<file path="src/rtl/uart_receiver.sv">
`default_nettype none
// ============================================================================
// Module   : uart_receiver
// Purpose  : Serial-to-parallel UART receiver for 8N1 / 8O1 / 8E1 frames.
//            A 2-FF synchronizer feeds a mid-bit sampling FSM. Each frame
//            ends with a one-cycle data_valid strobe, accompanied by the
//            data word and the parity and framing status.
// Revision : 1.0 - initial release
// ============================================================================
module uart_receiver #(
    parameter int COUNTS_PER_BIT  = 434,
    parameter int DATA_BITS       = 8,
    parameter int CLOCK_CTR_WIDTH = 32
) (
    input  logic                 clk,
    input  logic                 rst,
    input  logic [1:0]           parity_type,
    input  logic                 serial_data_in,
    output logic [DATA_BITS-1:0] parallel_out,
    output logic                 data_valid,
    output logic                 parity_error,
    output logic                 framing_error
);

    localparam int c_IDX_W = (DATA_BITS > 1) ? $clog2(DATA_BITS) : 1;

    localparam logic [CLOCK_CTR_WIDTH-1:0] c_CPB_M1   = CLOCK_CTR_WIDTH'(COUNTS_PER_BIT - 1);
    localparam logic [CLOCK_CTR_WIDTH-1:0] c_HALF_M1  = CLOCK_CTR_WIDTH'(COUNTS_PER_BIT / 2 - 1);
    localparam logic [CLOCK_CTR_WIDTH-1:0] c_CTR_ZERO = '0;
    localparam logic [CLOCK_CTR_WIDTH-1:0] c_CTR_ONE  = CLOCK_CTR_WIDTH'(1);
    localparam logic [c_IDX_W-1:0]         c_IDX_LAST = c_IDX_W'(DATA_BITS - 1);
    localparam logic [c_IDX_W-1:0]         c_IDX_ZERO = '0;
    localparam logic [c_IDX_W-1:0]         c_IDX_ONE  = c_IDX_W'(1);

    localparam logic [2:0] c_ST_IDLE      = 3'd0;
    localparam logic [2:0] c_ST_START     = 3'd1;
    localparam logic [2:0] c_ST_DATA      = 3'd2;
    localparam logic [2:0] c_ST_PARITY    = 3'd3;
    localparam logic [2:0] c_ST_STOP      = 3'd4;
    localparam logic [2:0] c_ST_WAIT_HIGH = 3'd5;

    logic                       r_sync1;
    logic                       r_rx_s;
    logic [2:0]                 r_state;
    logic [2:0]                 w_next_state;
    logic [CLOCK_CTR_WIDTH-1:0] r_bit_ctr;
    logic [c_IDX_W-1:0]         r_bit_idx;
    logic [DATA_BITS-1:0]       r_shift;
    logic [1:0]                 r_mode;
    logic                       r_par_bit;
    logic [DATA_BITS-1:0]       r_parallel;
    logic                       r_valid;
    logic                       r_par_err;
    logic                       r_frm_err;

    logic w_bit_hit;
    logic w_half_hit;
    logic w_parity_en;
    logic w_sample;
    logic w_frame_done;
    logic w_par_err;

    assign w_bit_hit   = (r_bit_ctr == c_CPB_M1);
    assign w_half_hit  = (r_bit_ctr == c_HALF_M1);
    assign w_parity_en = (r_mode == 2'd1) || (r_mode == 2'd2);

    // Bring the asynchronous line into the clock domain; reset to idle-high.
    always_ff @(posedge clk) begin
        if (!rst) begin
            r_sync1 <= 1'b1;
            r_rx_s  <= 1'b1;
        end else begin
            r_sync1 <= serial_data_in;
            r_rx_s  <= r_sync1;
        end
    end

    // FSM state register.
    always_ff @(posedge clk) begin
        if (!rst) begin
            r_state <= c_ST_IDLE;
        end else begin
            r_state <= w_next_state;
        end
    end

    // Next-state logic plus the sample and frame-done qualifiers.
    always_comb begin
        w_next_state = r_state;
        w_sample     = 1'b0;
        w_frame_done = 1'b0;
        case (r_state)
            c_ST_IDLE: begin
                if (!r_rx_s) w_next_state = c_ST_START;
            end
            c_ST_START: begin
                if (w_half_hit) begin
                    w_sample     = 1'b1;
                    w_next_state = r_rx_s ? c_ST_IDLE : c_ST_DATA;
                end
            end
            c_ST_DATA: begin
                if (w_bit_hit) begin
                    w_sample = 1'b1;
                    if (r_bit_idx == c_IDX_LAST) begin
                        w_next_state = w_parity_en ? c_ST_PARITY : c_ST_STOP;
                    end
                end
            end
            c_ST_PARITY: begin
                if (w_bit_hit) begin
                    w_sample     = 1'b1;
                    w_next_state = c_ST_STOP;
                end
            end
            c_ST_STOP: begin
                if (w_bit_hit) begin
                    w_sample     = 1'b1;
                    w_frame_done = 1'b1;
                    // A low stop bit parks the FSM until the line recovers,
                    // so a held break yields a single strobe.
                    w_next_state = r_rx_s ? c_ST_IDLE : c_ST_WAIT_HIGH;
                end
            end
            c_ST_WAIT_HIGH: begin
                if (r_rx_s) w_next_state = c_ST_IDLE;
            end
            default: w_next_state = c_ST_IDLE;
        endcase
    end

    // Parity verdict for the frame being closed; mode 0 and 3 never flag.
    always_comb begin
        w_par_err = 1'b0;
        if (r_mode == 2'd1) begin
            w_par_err = ~((^r_shift) ^ r_par_bit);
        end else if (r_mode == 2'd2) begin
            w_par_err = (^r_shift) ^ r_par_bit;
        end
    end

    // Bit-period counter, bit index, shift register and parity-mode latch.
    always_ff @(posedge clk) begin
        if (!rst) begin
            r_bit_ctr <= c_CTR_ZERO;
            r_bit_idx <= c_IDX_ZERO;
            r_shift   <= '0;
            r_mode    <= 2'd0;
            r_par_bit <= 1'b0;
        end else begin
            if (r_state == c_ST_IDLE || r_state == c_ST_WAIT_HIGH || w_sample) begin
                r_bit_ctr <= c_CTR_ZERO;
            end else begin
                r_bit_ctr <= r_bit_ctr + c_CTR_ONE;
            end

            if (r_state == c_ST_IDLE) begin
                r_bit_idx <= c_IDX_ZERO;
                // Mode is frozen for the whole frame once the start edge is seen.
                if (!r_rx_s) r_mode <= parity_type;
            end

            if (r_state == c_ST_DATA && w_bit_hit) begin
                r_shift   <= {r_rx_s, r_shift[DATA_BITS-1:1]};
                r_bit_idx <= (r_bit_idx == c_IDX_LAST) ? c_IDX_ZERO : r_bit_idx + c_IDX_ONE;
            end

            if (r_state == c_ST_PARITY && w_bit_hit) begin
                r_par_bit <= r_rx_s;
            end
        end
    end

    // Output registers: all status updates together with the one-cycle strobe.
    always_ff @(posedge clk) begin
        if (!rst) begin
            r_parallel <= '0;
            r_valid    <= 1'b0;
            r_par_err  <= 1'b0;
            r_frm_err  <= 1'b0;
        end else begin
            r_valid <= w_frame_done;
            if (w_frame_done) begin
                r_parallel <= r_shift;
                r_par_err  <= w_par_err;
                r_frm_err  <= ~r_rx_s;
            end
        end
    end

    assign parallel_out  = r_parallel;
    assign data_valid    = r_valid;
    assign parity_error  = r_par_err;
    assign framing_error = r_frm_err;

endmodule
`default_nettype wire

</file>
<file path="config.mk">
export PLATFORM = sky130hd
export DESIGN_NAME = uart_receiver
export DESIGN_NICKNAME = d
export VERILOG_FILES = /design/src/rtl/uart_receiver.sv
export SDC_FILE = /design/constraint.sdc
export NUM_CORES = 1
export LEC_CHECK = 0
export BUFFER_PORTS_ARGS = -buffer_cell sky130_fd_sc_hd__clkbuf_2
export CAP_MARGIN = 10
export CORE_ASPECT_RATIO = 1.75
export CORE_UTILIZATION = 54
export DETAILED_ROUTE_END_ITERATION = 8
export PLACE_DENSITY = 0.81
export SKIP_CTS_REPAIR_TIMING = 1
export SYNTH_ARGS = -nofsm -noshare
export SYNTH_HDL_FRONTEND = slang
export SYNTH_SLANG_ARGS = --single-unit
export TNS_END_PERCENT = 50
</file>
<file path="constraint.sdc">
create_clock -name clk -period 1.9 [get_ports clk]
set_input_delay 0.57 -clock clk [delete_from_list [all_inputs] [get_ports clk]]
set_output_delay 0.57 -clock clk [all_outputs]
set_load 0.05 [all_outputs]
</file>
# Word-level counts from Yosys, hierarchy flattened
# Cells that the tools add are included.
# Widths: inputs -> output; s select.
# word_totals
reg_bits,62
input_bits,5
output_inout_bits,11
word_cells,67
# classes
addsub,2
eq_ne,17
mux,20
bitwise_logic,4
n_reduce_logical,12
# op_table
cell,count
$mux 3,12
$add 32x1->32 const B,1
$eq 32x8->1 const B,1
$eq 32x9->1 const B,1
$pmux 3 s6,1
$ne 2x2->1 const B,7
$eq 3x3->1 const B,3
$reduce_xor 8->1,1
$reduce_and 7->1,1
$eq 3x2->1 const B,2
$mux 1,5
$add 3x1->3 const B,1
$eq 3x1->1 const B,1
$logic_not 3->1,1
$logic_or 1x1->1,3
$not 1->1,3
$reduce_or 3->1,1
$eq 2x1->1 const B,1
$eq 2x2->1 const B,1
$logic_and 1x1->1,2
$mux 2,1
$pmux 1 s2,1
$reduce_and 2->1,1
$reduce_bool 2->1,1
2 further kinds,2

# Logic depth before layout (Yosys ltp)
# logic_depth
depth_word,6
mapped_depth,9

# Least setup slack after synthesis
# Ideal clock, no wire load.
# synth_timing
path_type,reg2reg
from,register r_bit_ctr[0]
to,register r_shift[5]
setup_time_ns,0.116
t_arrival_ns,1.949
t_required_ns,1.784
setup_slack_ns,-0.165
stages_incl_launch_ff,9
n_path_buf,1
synth_period_minus_slack_ns,2.065
path_cell_list,dfxtp_1 > ha_1 > nand2_1 > or4_4 > nor3_4 > nor3b_4 > buf_6 > mux2i_1 > nor2b_1
# synth_between
elab_chain_len,2
# synth_lines
item,line_no,source
start: declaration,46,logic [CLOCK_CTR_WIDTH-1:0] r_bit_ctr;
start signal: assignment,145,r_bit_ctr <= c_CTR_ZERO;
start signal: assignment,152,r_bit_ctr <= c_CTR_ZERO;
start signal: assignment,154,r_bit_ctr <= r_bit_ctr + c_CTR_ONE;
$eq 32x9->1,63,assign w_bit_hit = (r_bit_ctr == c_CPB_M1);
$logic_and 1x1->1,163,if (r_state == c_ST_DATA && w_bit_hit) begin
end signal: assignment,164,"r_shift <= {r_rx_s, r_shift[DATA_BITS-1:1]};"
end: declaration,48,logic [DATA_BITS-1:0] r_shift;
# Every way passes these cells.
# A chain may end at the register's enable or synchronous reset.

# Final worst setup path
# layout_timing
from,register r_bit_ctr[1]
to,register r_state[1]
# layout_between
elab_chain_len,3
# layout_lines
item,line_no,source
$eq 32x8->1 / $eq 32x9->1 (equally long branches),"64, 63",
$ne 2x2->1 (no line),n/a,
$reduce_and 7->1 (no line) (*),n/a,
end signal: assignment,81,r_state <= c_ST_IDLE;
end signal: assignment,83,r_state <= w_next_state;
end: declaration,44,logic [2:0] r_state;
# Mark *: on every way between the ends. The rest lies on a longest branch, timed or not.

==> flow_summary.ini <==
[drt]
wl_per_cell_um = 15.9
first_pass_iters = 6
vias = 2529
via_per_inst = 5.58
ant_nets = 0
initialDrtViolationCount = 86
drc = 0
wirelength_um = 7190

[yosys]
ys.warnings.count = 0
avgSynthCellArea_um2 = 9.03
synth_edf_count = 0
postSynthNetCount = 337
synth.distinct_cells = 46
synth_ff_type = dfxtp_1
yosysMostFrequentCell = dfxtp_1
yosys-top-cells-area = dfxtp_1 42%, xor2_1 6.9%, mux2i_1 6.8%
async_reset_ff_share_pct = 0
synth_top_cell_area_share_pct = 42.3
synthCells = 325
synthTopCellsByCount = 62 x dfxtp_1, 50 x nor2_1, 32 x nand2_1
synth_area_leader_cell = dfxtp_1
ys_seq_elements = 62
synth_area_mm2 = 0.00294
seq_area_frac_synth_pct = 42.3

[grt]
antenna_found_initial = 0
use_met2_pct = 42.1
grt_pass1_wl_um = 9980
grt.total_usage_pct = 22.8
grtUsageMet3_pct = 5.98
gr-usage-met1_pct = 22.2
grt_max_degree = 33
busiest_layer = met2
grt_pass1_vias = 2357
grt_overflow = 0

[sta]
tightest_slew_ps = 447
hold_viol_final = 0
clock-skew-final_ps = 7.36
max_slew_margin_pct = 70.2
worst_slack_ps = -260
finalMaxSlewViolations = 0
period_needed_ps = 2160
timing.fmax_ghz = 0.463
setup-tns-final_ps = -4620
rsz0062_at_grt = yes
setup_viol = 57
period_share_pct = 114

[floorplanning]
die_width_um = 57.7
rows = 35
die_area_mm2 = 0.00575
pin_count = 16
initial_core_util_pct = 55.9
core-area_mm2 = 0.00526
die_h_um = 99.5

[power_and_ir_drop]
p_leak_nw = 1.49
power_frac_clock_pct = 42.6
switching_power_mw = 0.593
switching_share_pct = 24.4
vdd_drop_max_v = 0.000539
p_per_area_mw_per_mm2 = 607
pwr-share-seq_pct = 53.7
combinationalPowerShare_pct = 3.7
internal-power_mw = 1.84
p_total_mw = 2.43

[worst_setup_path]
required_ps = 2190
cp-start-kind = flop
end_kind = flop
worstSetupPathType = reg2reg
crit_path_max_fanout = 3
cp.arrival_ps = 2450

[status]
violations = negative setup slack
outcome = complete, but fails checks

[cts]
cts_max_level = 3
numClockSinks = 62
clk_latency_ps = 350
cts_buffer_depth = 2
numCtsBuffers = 9
clkTransAtPathRegs_ps = 70
cts_tree = yes
cts-root-buf = clkbuf_8

[worst_hold_path]
hp-class = in2reg

[layout]
nNetsFinal = 405
drive_above_1_share_pct = 37.7
nFillCells = 325
area.growth.synth_to_final_pct = 36.7
finish.utilization_pct = 76.3
antenna_cells = 0

[placement]
hpwl_um = 4240
io_buffers = 15
globalplace.congestion = 0.855
dp_slack_ps = -205

[run]
max-cap-violations = 0
path summary, 6_finish.rpt:
check	from	endpoint	slack (ps)	cells after the start
max	r_bit_ctr[1]$_SDFF_PP0_	r_state[1]$_SDFFE_PN0P_	-260	8
min	serial_data_in	r_sync1$_SDFF_PN1_	390	2
max reg2reg	r_bit_ctr[1]$_SDFF_PP0_	r_state[1]$_SDFFE_PN0P_	-260	8
min reg2reg	r_sync1$_SDFF_PN1_	r_rx_s$_SDFF_PN1_	420	1
critical path, stage by stage (launching register included):
cell and delay [ps]:
dfxtp_2 340, inv_2 70, ha_4 120, nand2_2 30, or4_4 440, a2111oi_1 450
nor2_1 150, nor3_2 290, mux2i_1 200
flip-flops by register name, indices dropped and copies added, names as in the netlist, 2 cells and up:
name	cells
parallel_out	8
r_bit_ctr	32
r_bit_idx	3
r_mode	2
r_shift	8
r_state	3
logic make-up after synthesis:
| group | after synthesis | share of synthesized area [%] |
|---|---|---|
| DFF | 62 | 42.3 |
| muxes | 20 | 6.82 |
| xor gates and xnor gates | 38 | 11.3 |
| buffers and inverters | 23 | 3.24 |
| adders and majority gates | 7 | 2.98 |
| and+or+nand+nor | 155 | 28.9 |
| AOI/OAI and AO/OA | 20 | 4.48 |
area by class of cell:
class	instances	area (um2)	share of cell area, %
clock buffers	10	138	3.43
clock inverters	6	36.3	0.905
inverters	9	36.3	0.905
multi-input cells	240	1880	46.8
flip-flops and latches	62	1260	31.5
well taps	55	68.8	1.72
repair buffers	71	591	14.7
layer usage:
layer | wire (um) | part of all wire [%]
met5 | 0 | 0
met4 | 199 | 2.8
met3 | 271 | 3.8
met2 | 4060 | 57
met1 | 2660 | 37
power groups by stage:
stage | Sequential, mW | Clock (mW) | Combinational [mW]
2_1_floorplan | 1.34 | 0 | 0.0502
6_report | 1.31 | 1.04 | 0.0910
4_1_cts | 1.31 | 1.05 | 0.0694
5_1_grt | 1.31 | 1.12 | 0.0986
3_5_place_dp | 1.34 | 0 | 0.0689
3_3_place_gp | 1.34 | 0 | 0.0679
per-stage QoR:
stage / cells / hold WS (ps) / area [um2]
6_report: 453 / 391 / 4010
5_1_grt: 453 / 386 / 4010
4_1_cts: 446 / 389 / 3610
3_5_place_dp: 430 / 401 / 3440
3_3_place_gp: 430 / 390 / 3440
2_1_floorplan: 325 / 386 / 2960
layout by cell type (no fill, tap or decap), drive strengths merged, types with 6 or more instances in the layout:
cell    instances
nor3            6
mux2i          20
nor2b          15
nor4            8
ha              7
xnor2          15
xor2           23
buf            54
nand2          33
dfxtp          62
nor2           50
clkbuf         27
inv            10
nand3          13
(Power assumes the default switching activity.)
